`src/rtl/can_pkg.sv`:
```
// Shared types and constants for the CAN error-frame generator.
package can_pkg;

   // Error-frame sequencer states.
   typedef enum logic [2:0] {
      IDLE  = 3'd0,
      FLAG  = 3'd1,
      WAIT  = 3'd2,
      DELIM = 3'd3,
      INTER = 3'd4
   } state_t;

   // Error cause codes; a lower value wins when several strobes are low together.
   localparam logic [2:0] ERR_NONE  = 3'd0;
   localparam logic [2:0] ERR_STUFF = 3'd1;
   localparam logic [2:0] ERR_CRC   = 3'd2;
   localparam logic [2:0] ERR_FORM  = 3'd3;
   localparam logic [2:0] ERR_ACK   = 3'd4;
   localparam logic [2:0] ERR_EOF   = 3'd5;

   // Bus levels.
   localparam logic DOMINANT  = 1'b0;
   localparam logic RECESSIVE = 1'b1;

   // Saturating increment for the 8-bit error-frame counter.
   function automatic logic [7:0] sat_inc8(input logic [7:0] value);
      return (value == 8'hFF) ? value : value + 8'd1;
   endfunction

endpackage

```
`src/rtl/can_err_prio_enc.sv`:
```
// Priority encoder from the five active-low checker strobes to a cause code.
module can_err_prio_enc
   import can_pkg::*;
(
   input  logic       stuff_error_n,
   input  logic       crc_error_n,
   input  logic       form_error_n,
   input  logic       ack_error_n,
   input  logic       eof_error_n,
   output logic       any,
   output logic [2:0] code
);

   // Lowest-numbered active strobe selects the code.
   always_comb begin
      any  = 1'b1;
      code = ERR_NONE;
      if (!stuff_error_n) begin
         code = ERR_STUFF;
      end else if (!crc_error_n) begin
         code = ERR_CRC;
      end else if (!form_error_n) begin
         code = ERR_FORM;
      end else if (!ack_error_n) begin
         code = ERR_ACK;
      end else if (!eof_error_n) begin
         code = ERR_EOF;
      end else begin
         any = 1'b0;
      end
   end

endmodule

```
`src/rtl/can_error_frame_gen.sv`:
```
// CAN active error-frame generator: flag, delimiter and intermission on tx,
// plus latched cause code, saturating frame counter and sticky bus-stuck flag.
module can_error_frame_gen
   import can_pkg::*;
#(
   parameter int unsigned FLAG_LEN  = 6,
   parameter int unsigned DELIM_LEN = 8,
   parameter int unsigned INTER_LEN = 3,
   parameter int unsigned MAX_WAIT  = 15
) (
   input  logic       sp,
   input  logic       reset,
   input  logic       rx,
   input  logic       eof_error_n,
   input  logic       stuff_error_n,
   input  logic       crc_error_n,
   input  logic       form_error_n,
   input  logic       ack_error_n,
   output logic       tx,
   output logic       error_active,
   output logic [2:0] err_code,
   output logic [7:0] err_count,
   output logic       bus_stuck
);

   // Terminal counter values; the WAIT state entry edge already accounts for
   // the first delimiter bit, so DELIM stops one short of DELIM_LEN.
   localparam logic [3:0] FLAG_LAST  = 4'(FLAG_LEN);
   localparam logic [3:0] DELIM_LAST = 4'(DELIM_LEN - 1);
   localparam logic [3:0] INTER_LAST = 4'(INTER_LEN);
   localparam logic [3:0] WAIT_LAST  = 4'(MAX_WAIT - 1);

   state_t     state;
   state_t     state_next;
   logic [3:0] bitcnt;
   logic [3:0] bitcnt_next;
   logic [3:0] waitcnt;
   logic [3:0] waitcnt_next;
   logic [2:0] code_next;
   logic [7:0] count_next;
   logic       stuck_next;
   logic       tx_next;
   logic       active_next;

   logic       err_any;
   logic [2:0] err_sel;

   can_err_prio_enc u_prio (
      .stuff_error_n (stuff_error_n),
      .crc_error_n   (crc_error_n),
      .form_error_n  (form_error_n),
      .ack_error_n   (ack_error_n),
      .eof_error_n   (eof_error_n),
      .any           (err_any),
      .code          (err_sel)
   );

   // Next-state, counter and output decode for the error-frame sequencer.
   always_comb begin
      state_next   = state;
      bitcnt_next  = bitcnt;
      waitcnt_next = waitcnt;
      code_next    = err_code;
      count_next   = err_count;
      stuck_next   = bus_stuck;

      unique case (state)
         IDLE: begin
            if (err_any) begin
               code_next   = err_sel;
               count_next  = sat_inc8(err_count);
               bitcnt_next = 4'd1;
               state_next  = FLAG;
            end
         end

         FLAG: begin
            if (bitcnt == FLAG_LAST) begin
               waitcnt_next = '0;
               state_next   = WAIT;
            end else begin
               bitcnt_next = bitcnt + 4'd1;
            end
         end

         WAIT: begin
            if (rx == RECESSIVE) begin
               bitcnt_next = 4'd1;
               state_next  = DELIM;
            end else begin
               waitcnt_next = waitcnt + 4'd1;
               if (waitcnt == WAIT_LAST) begin
                  stuck_next = 1'b1;
                  state_next = IDLE;
               end
            end
         end

         DELIM: begin
            if (rx == DOMINANT) begin
               code_next   = ERR_FORM;
               count_next  = sat_inc8(err_count);
               bitcnt_next = 4'd1;
               state_next  = FLAG;
            end else if (bitcnt == DELIM_LAST) begin
               bitcnt_next = 4'd1;
               state_next  = INTER;
            end else begin
               bitcnt_next = bitcnt + 4'd1;
            end
         end

         INTER: begin
            if (err_any) begin
               code_next   = err_sel;
               count_next  = sat_inc8(err_count);
               bitcnt_next = 4'd1;
               state_next  = FLAG;
            end else if (bitcnt == INTER_LAST) begin
               state_next = IDLE;
            end else begin
               bitcnt_next = bitcnt + 4'd1;
            end
         end

         default: begin
            state_next = IDLE;
         end
      endcase

      // tx and error_active are registered from the next state so they
      // change in the same bit time as the edge that caused the transition.
      tx_next     = (state_next == FLAG) ? DOMINANT : RECESSIVE;
      active_next = (state_next == FLAG) || (state_next == WAIT) ||
                    (state_next == DELIM);
   end

   // State, counters and registered outputs; reset aborts any frame at once.
   always_ff @(posedge sp or posedge reset) begin
      if (reset) begin
         state        <= IDLE;
         bitcnt       <= '0;
         waitcnt      <= '0;
         tx           <= RECESSIVE;
         error_active <= 1'b0;
         err_code     <= ERR_NONE;
         err_count    <= '0;
         bus_stuck    <= 1'b0;
      end else begin
         state        <= state_next;
         bitcnt       <= bitcnt_next;
         waitcnt      <= waitcnt_next;
         tx           <= tx_next;
         error_active <= active_next;
         err_code     <= code_next;
         err_count    <= count_next;
         bus_stuck    <= stuck_next;
      end
   end

endmodule

```
`config.mk`:
```
export PLATFORM = sky130hd
export DESIGN_NAME = can_error_frame_gen
export DESIGN_NICKNAME = d
export VERILOG_FILES = /design/src/rtl/can_pkg.sv /design/src/rtl/can_err_prio_enc.sv /design/src/rtl/can_error_frame_gen.sv
export SDC_FILE = /design/constraint.sdc
export NUM_CORES = 1
export LEC_CHECK = 0
export ABC_AREA = 1
export CAP_MARGIN = 25
export CORE_ASPECT_RATIO = 1.4
export CORE_MARGIN = 8
export CORE_UTILIZATION = 55
export CTS_BUF_LIST = sky130_fd_sc_hd__clkbuf_4
export DETAILED_ROUTE_END_ITERATION = 16
export GPL_TIMING_DRIVEN = 0
export PLACE_DENSITY = 0.86
export SLEW_MARGIN = 20
export SYNTH_ARGS = -nofsm -noshare
export SYNTH_HDL_FRONTEND = slang
export SYNTH_HIERARCHICAL = 1
export SYNTH_SLANG_ARGS = --single-unit
```
`constraint.sdc`:
```
create_clock -name sp -period 4.56 [get_ports sp]
set_clock_uncertainty 0.2 [all_clocks]
set_input_delay 0.684 -clock sp [delete_from_list [all_inputs] [get_ports sp]]
set_output_delay 0.684 -clock sp [all_outputs]
set_load 0.005 [all_outputs]
```
; After elaboration in Yosys (flattened, before gate mapping)
; Cells that the tools add are included.
[word_totals]
reg_bits = 25
in_bits = 8
[op_classes]
n_addsub = 3
n_eq_ne = 20
muxes = 38
bitwise = 1
n_reduce_logical = 11
[ops]
columns = operator, n
row1 = 3-bit 2-to-1 mux, 15
row2 = 4-bit 2-to-1 mux, 9
row3 = 8-bit 2-to-1 mux, 3
row4 = 4-bit one-hot mux with 5 select lines, 1
row5 = 8-bit one-hot mux with 2 select lines, 1
row6 = 3-bit one-hot mux with 5 select lines, 1
row7 = "3-bit by 2-bit == test with 1-bit output, second input constant", 4
row8 = "2-bit != test, second input constant", 6
row9 = 3-bit AND reduction, 3
row10 = "4-bit by 1-bit adder with 4-bit output, second input constant", 2
row11 = "8-bit by 1-bit adder with 8-bit output, second input constant", 1
row12 = "4-bit by 3-bit == test with 1-bit output, second input constant", 2
row13 = "8-bit == test, second input constant", 1
row14 = 4-bit one-hot mux with 2 select lines, 1
row15 = "3-bit by 1-bit == test with 1-bit output, second input constant", 2
row16 = 1-bit 2-to-1 mux, 6
row17 = 3-bit one-hot mux with 2 select lines, 1
row18 = 5-bit AND reduction, 1
row19 = 5-bit nonzero test, 1
row20 = "4-bit by 2-bit == test with 1-bit output, second input constant", 1
row21 = "4-bit == test, second input constant", 1
row22 = 2-bit nonzero test, 2
row23 = "3-bit == test, second input constant", 1
row24 = 3-bit zero test, 1
row25 = 5 further kinds, 6

; Longest topological paths before layout
[logic_depth]
word_depth = 10
mapped_depth = 9
mapped_depth_nobuf = 9

; Cells and area by module
; Netlist, hierarchy kept.
[modules_own_cells]
columns = module, instances, cells_per_inst, area_each_um2, seq_area_each_um2
row1 = can_error_frame_gen, 1, 190, 1421.4, 626.9
row2 = can_err_prio_enc, 1, 10, 46.3, 0.0

; Least setup slack after synthesis
; No wires, ideal clock.
[synth_timing]
path_type = input port to flip-flop
from = input stuff_error_n
to = register err_count[6]
setup_ns = 0.083
arrival_time_ns = 1.472
t_required_ns = 4.277
setup_slack_ns = 2.805
cell_stages = 8
n_path_buf = 1
cell_sequence = nand3_1 > or2_1 > nand2_1 > nand2_1 > nand3_2 > buf_6 > nand2_1 > o21ai_0
[synth_via]
elab_chain_cells = 3
[synth_lines]
columns = element, line
row1 = "start, declared", can_error_frame_gen.sv:15  ; input logic stuff_error_n,
row2 = 1-bit 2-to-1 mux, can_err_prio_enc.sv:18  ; if (!stuff_error_n) begin
row3 = named net err_any, can_error_frame_gen.sv:45  ; logic err_any;
row4 = 2-bit by 1-bit != test with 1-bit output (no source line), n/a
row5 = 3-bit AND reduction (no source line), n/a
row6 = "end signal, assigned", can_error_frame_gen.sv:156  ; err_count <= count_next;
row7 = "end, declared", can_error_frame_gen.sv:22  ; output logic [7:0] err_count,
; The timed path passes the listed nets, and every way through them passes these cells.
; A chain may end at the register's enable or synchronous reset.

; Final worst setup path
[layout_timing]
from = register tx
to = output tx
[layout_rtl]
columns = element, line
row1 = "start, declared", can_error_frame_gen.sv:19  ; output logic tx,
row2 = "start signal, assigned", can_error_frame_gen.sv:153  ; tx <= tx_next;
; No word-level cell between the ends.

==> flow_metrics.tcl <==
set metrics [dict create \
    status "finished clean" \
    drive_gt1_share_pct 7.52 \
    cp_data_arrival_time_ns 1.33 \
    cts_resized 0 \
    synth_top_area_share_pct 40.9 \
    dp_hpwl_um 2160 \
    grt_usage_pct 13.0 \
    synth-edff-count 0 \
    min_path_type "reg2reg" \
    num_vias 1281 \
    tightest_slew_ns 0.430 \
    die_x_um 59.7 \
    setup_viol 0 \
    path_buf_inv 1 \
    final_antenna_net_count 0 \
    hold_violations 0 \
    io_buffer_count 21 \
    synthArstFlopShare_pct 100 \
    ys_warn_count 6 \
    synth_top_flop_cell "dfrtp_1" \
    max_freq_mhz 451 \
    holdWs_ns 0.295 \
    die_h_um 77.1 \
    cts_tree "done" \
    peakVddDrop_v 0.000382 \
    start_util_pct 56.7 \
    holdBufCountCts 0 \
    worstPathMaxFanout 1 \
    cts.sinks 25 \
    crit_type "reg2out" \
    globalplace.congestion 0.882 \
    synth_cell_types 25 \
    syn_inst 200 \
    path_clk_slew_ns 0.13 \
    clockRootBuffer "clkbuf_4" \
    power.density_mw_per_mm2 502 \
    finalMaxSlewViolations 0 \
    period_share_pct 48.6 \
    cts_setup_buffers 0 \
    drc 0 \
    drt_iter0_markers 54 \
    clk-insertion-delay-late_ns 0.31 \
    ys_ff_latch 25 \
    crit_chain "clkdlybuf4s50_1" \
    dr.pass1.iters 4 \
    dieArea_mm2 0.00460 \
    grt_first_pass_wirelength_um 4900 \
    cp-start-kind "flip-flop" \
    cp_top_family "flip-flops" \
    maxSlewHeadroom_pct 71.3 \
    antennaDiodeCount 0 \
    yosysSeqAreaShare_pct 42.7 \
    cp.required_ns 3.68 \
    antenna_found_initial 0 \
    cap_violations 0 \
    via_per_inst 4.89 \
    io_pins 22 \
    nNetsFinal 240 \
    syn_nets 213 \
    rsz0062_at_grt "false" \
    max_stage_delay_ns 0.54 \
    cts_max_level 1 \
    yosys.area.top_type "dfrtp_1" \
    fp.coreArea_mm2 0.00259 \
    timing.final.crit_period_ns 2.22 \
    wirelength_um 2890 \
    grt_max_degree 26 \
    grt_pass1_vias 1224 \
    synthToLayoutAreaGrowth_pct 20.5 \
    cts-buffers-inserted 3 \
    p_leak_nw 0.911 \
    fin_tns_setup_ns 0 \
    avgSynthCellArea_um2 7.34 \
    synthTopCellsByArea "dfrtp_1, nand2_1, nand3_1" \
    wl_per_cell_um 11.0 \
    clk_path_buf_depth 2 \
    critPathCaptureType "output pin" \
    grt.overflow.total 0 \
    slowest_stage "dfstp_2" \
    netlist_area_mm2 0.00147 \
    rows 22 \
]
-- metal layers --
metal	track usage, %	wire [um]	vias up
met5	0	0	-
met4	5.04	25	0
met3	2.00	93	2
met2	22.9	1480	18
met1	14.8	1290	582
li1	-	-	679
-- power by group --
part | internal [W] | switching (W) | total (W)
clock network | 0.0000401 | 0.0000643 | 0.000104
logic | 0.000194 | 0.000224 | 0.000418
registers | 0.000294 | 0.0000709 | 0.000365
-- state kept, by name, summed over array words and instances, names as in the netlist --
| signal | cells |
|---|---|
| bitcnt | 4 |
| bus_stuck | 1 |
| err_code | 3 |
| err_count | 8 |
| error_active | 1 |
| state | 3 |
| tx | 1 |
| waitcnt | 4 |
-- cell usage after synthesis, types with 2 or more instances --
library cell / number
nor2_1: 17
xor2_1: 2
nand2_2: 3
dfrtp_1: 24
a21oi_1: 2
nand3_1: 21
xnor2_1: 5
o21ai_2: 2
nand2_1: 73
nand4_1: 2
o21ai_0: 10
ha_1: 5
inv_1: 22
-- worst paths after layout --
check | endpoint | from | slack [ns] | cells after the start
max | tx | tx$_DFF_PP1_ | 2.34 | 1
min | err_code[2]$_DFFE_PP0P_ | err_code[2]$_DFFE_PP0P_ | 0.30 | 2
max reg2reg | err_count[6]$_DFFE_PP0P_ | state[1]$_DFF_PP0_ | 2.93 | 7
min reg2reg | err_code[2]$_DFFE_PP0P_ | err_code[2]$_DFFE_PP0P_ | 0.30 | 2
max in group asynchronous | err_count[6]$_DFFE_PP0P_ | reset | 3.27 | 3
min in group asynchronous | bus_stuck$_DFFE_PP0P_ | reset | 0.45 | 2
-- worst min-delay path: stages (launching register included) --
cell and delay, ns:
dfrtp_1 0.37, nand2_1 0.05, o21ai_0 0.05
-- logic make-up (layout without fill, tap and decap cells) --
family	after synthesis	after routing	synth area share (%)
simple gates	122	122	35.6
fa+ha+maj	5	5	4.26
flops	25	25	42.7
xor+xnor	7	7	4.18
compound gates	17	17	6.65
buf+inv	24	50	6.65
-- placed cells by master, fill, tap and decap left out, types with 3 or more instances in the layout --
cell type	count
nand2_1	73
dfrtp_1	24
inv_1	22
nand3_1	21
clkdlybuf4s50_1	21
nor2_1	17
o21ai_0	10
xnor2_1	5
ha_1	5
clkbuf_4	4
nand2_2	3
-- stage by stage --
step	worst slack [ns]	util (%)	instance area, um2	total power [W]	instances
2_1_floorplan	2.81	-	1470	0.000644	200
3_3_place_gp	2.17	66.6	1720	0.000781	257
3_5_place_dp	2.17	66.6	1720	0.000788	257
4_1_cts	2.33	67.7	1750	0.000894	261
5_1_grt	2.29	68.3	1770	0.000977	262
6_report	2.34	68.3	1770	0.000888	262
-- layout make-up --
class,count,area (um2)
Fill cell,233,820
Multi-Input combinational cell,151,743
Inverter,23,86.3
Buffer,1,11.3
Clock buffer,4,30.0
Tap cell,36,45.0
Sequential cell,25,627
Timing Repair Buffer,22,225
Power figures use the tool's default switching activity.
==> patch: new RTL, same settings <==
Put one more register stage on the output `err_count`, with the module's reset. The value now appears one clock later. The other outputs are not delayed to match.
--- a/src/rtl/can_error_frame_gen.sv
+++ b/src/rtl/can_error_frame_gen.sv
@@ -31,4 +31,6 @@
    localparam logic [3:0] WAIT_LAST  = 4'(MAX_WAIT - 1);
 
+   logic [7:0] err_count_s0;
+
    state_t     state;
    state_t     state_next;
@@ -62,5 +64,5 @@
       waitcnt_next = waitcnt;
       code_next    = err_code;
-      count_next   = err_count;
+      count_next   = err_count_s0;
       stuck_next   = bus_stuck;
 
@@ -69,5 +71,5 @@
             if (err_any) begin
                code_next   = err_sel;
-               count_next  = sat_inc8(err_count);
+               count_next  = sat_inc8(err_count_s0);
                bitcnt_next = 4'd1;
                state_next  = FLAG;
@@ -100,5 +102,5 @@
             if (rx == DOMINANT) begin
                code_next   = ERR_FORM;
-               count_next  = sat_inc8(err_count);
+               count_next  = sat_inc8(err_count_s0);
                bitcnt_next = 4'd1;
                state_next  = FLAG;
@@ -114,5 +116,5 @@
             if (err_any) begin
                code_next   = err_sel;
-               count_next  = sat_inc8(err_count);
+               count_next  = sat_inc8(err_count_s0);
                bitcnt_next = 4'd1;
                state_next  = FLAG;
@@ -145,5 +147,5 @@
          error_active <= 1'b0;
          err_code     <= ERR_NONE;
-         err_count    <= '0;
+         err_count_s0 <= '0;
          bus_stuck    <= 1'b0;
       end else begin
@@ -154,6 +156,14 @@
          error_active <= active_next;
          err_code     <= code_next;
-         err_count    <= count_next;
+         err_count_s0 <= count_next;
          bus_stuck    <= stuck_next;
+      end
+   end
+
+   always_ff @(posedge sp or posedge reset) begin
+      if (reset) begin
+         err_count <= '0;
+      end else begin
+         err_count <= err_count_s0;
       end
    end
Check against the original RTL: not equivalent (Yosys sat finds a counterexample within 4 cycles, from zero or initial values and one cycle with reset high).
==> patch against the unedited design <==
  * Die area up 12%
  * Setup slack lost 0.029 ns
  * Wire length up 18%
  * Synthesized area grew 15%
  * Sequential cell count is 8 higher
  * Final area grew 13%
  * Fmax fell by 1.3%
  * Register-to-register slack got worse by 0.06 ns
  * Hold slack lost 0.046 ns
  * Power increased by 16%
  * Sequential share of layout area is 5.8 points higher
  * Utilization is 2.2 points lower
  * Largest cell class is now flip-flops and latches
==> patch: results (changes against the unedited design) <==
{| class="wikitable"
! Metric !! Value
|-
| Worst Reg2Reg Path Length in Cells || 8 (was 7)
|-
| Net switching share of the total power || 39.5% (was 40.5%)
|-
| Status || finished clean (unchanged)
|-
| Gp weighted congestion || 0.949 (was 0.882)
|-
| Number of global-route vias before repair || 1345 (was 1224)
|-
| Placement Cell Area || 1950 sq um (was 1720 sq um)
|-
| Synthesized-area fraction occupied by adder cells || 3.70% (was 4.26%)
|-
| Worst r2r src || err_count_s0[0] (was state[1])
|-
| Leading post-synthesis cells by cell area || sky130_fd_sc_hd__dfrtp_1, sky130_fd_sc_hd__nand2_1, sky130_fd_sc_hd__nand3_1, sky130_fd_sc_hd__nor2_1, sky130_fd_sc_hd__inv_1 (was sky130_fd_sc_hd__dfrtp_1, sky130_fd_sc_hd__nand2_1, sky130_fd_sc_hd__nand3_1, sky130_fd_sc_hd__inv_1, sky130_fd_sc_hd__nor2_1)
|-
| Worst reg2reg path endpoint || err_count_s0[2] (was err_count[6])
|-
| Number of levels the H-tree was split into || 2 (was 1)
|-
| Arr. time, crit path || 1.36 ns (was 1.33 ns)
|-
| Wire length of the first global-routing pass || 5790 um (was 4900 um)
|-
| Xor-xnor portion of the synthesized cell area || 4.14% (was 4.18%)
|-
| Worst Hold Path Cells || 0 (was 2)
|-
| Net count after synthesis || 220 (was 213)
|-
| Normalized max-slew margin || 55.9% (was 71.3%)
|-
| Most frequent cells after synthesis || sky130_fd_sc_hd__nand2_1, sky130_fd_sc_hd__dfrtp_1, sky130_fd_sc_hd__nor2_1 (was sky130_fd_sc_hd__nand2_1, sky130_fd_sc_hd__dfrtp_1, sky130_fd_sc_hd__inv_1)
|-
| Internal reg-to-reg setup slack || 2.87 ns (was 2.93 ns)
|-
| Maximum number of pins on one net before global-route repair || 34 (was 26)
|-
| Number of design-rule violations left by the first detailed-router iteration || 41 (was 54)
|-
| Total CTS buffers || 5 (was 3)
|-
| Gate Count Post-Synth || 207 (was 200)
|-
| Sequential share of the synthesized area || 48.9% (was 42.7%)
|-
| LEAKAGE || 1.02 nW (was 0.911 nW)
|-
| Post-Route Hold Slack || 0.249 ns (was 0.295 ns)
|-
| Fraction of layout instances using a drive strength above 1 || 11.0% (was 7.52%)
|-
| GRT Total Usage || 14.1% (was 13.0%)
|-
| Clock Latency Late Sink || 0.34 ns (was 0.31 ns)
|-
| Largest registers || err_count: 8 flops, err_count_s0: 8 flops (was err_count: 8 flops, bitcnt: 4 flops, waitcnt: 4 flops)
|-
| Fin cells || 275 (was 262)
|}
==> patch: cell count changes after synthesis, moves of 3 or more <==
cell,before,now
sky130_fd_sc_hd__nand2_1,73,68
sky130_fd_sc_hd__inv_1,22,17
sky130_fd_sc_hd__inv_2,1,4
sky130_fd_sc_hd__nand3_1,21,17
sky130_fd_sc_hd__dfrtp_1,24,32
==> patch: cell families after synthesis <==
kind of cell,after synthesis
buffers and inverters,23
AO/OA/AOI/OAI,16
XOR/XNOR,8
adder cells (fa/ha/maj),5
AND/OR/NAND/NOR,122
flip-flops,33
==> patch: cell type report <==
class | instances | area [sq um]
Buffer | 1 | 5.00
Clock buffer | 6 | 45.0
Clock inverter | 2 | 10.0
Fill cell | 249 | 1030
Inverter | 22 | 85.1
Multi-Input combinational cell | 151 | 774
Sequential cell | 33 | 827
Tap cell | 39 | 48.8
Timing Repair Buffer | 21 | 210
==> patch: stage by stage <==
stage	utilization (%)	worst slack [ns]
finish	66.1	2.31
global route	66.1	2.28
CTS	66.1	2.31
detailed placement	64.3	2.11
global placement	64.3	2.13
floorplan	-	2.78
==> patch: power by group through the flow <==
stage / registers, W / clock network [W] / logic, W
6_report: 0.000450 / 0.000162 / 0.000415
5_1_grt: 0.000461 / 0.000179 / 0.000475
4_1_cts: 0.000449 / 0.000166 / 0.000421
3_5_place_dp: 0.000455 / 0 / 0.000417
3_3_place_gp: 0.000452 / 0 / 0.000411
2_1_floorplan: 0.000442 / 0 / 0.000273
==> patch: routing by layer <==
layer	routed length (um)	vias to the layer above	track usage, %
li1	-	710	-
met2	1810	29	26.4
met5	0	-	0
met4	74	0	6.18
met1	1350	640	14.0
met3	167	8	4.64
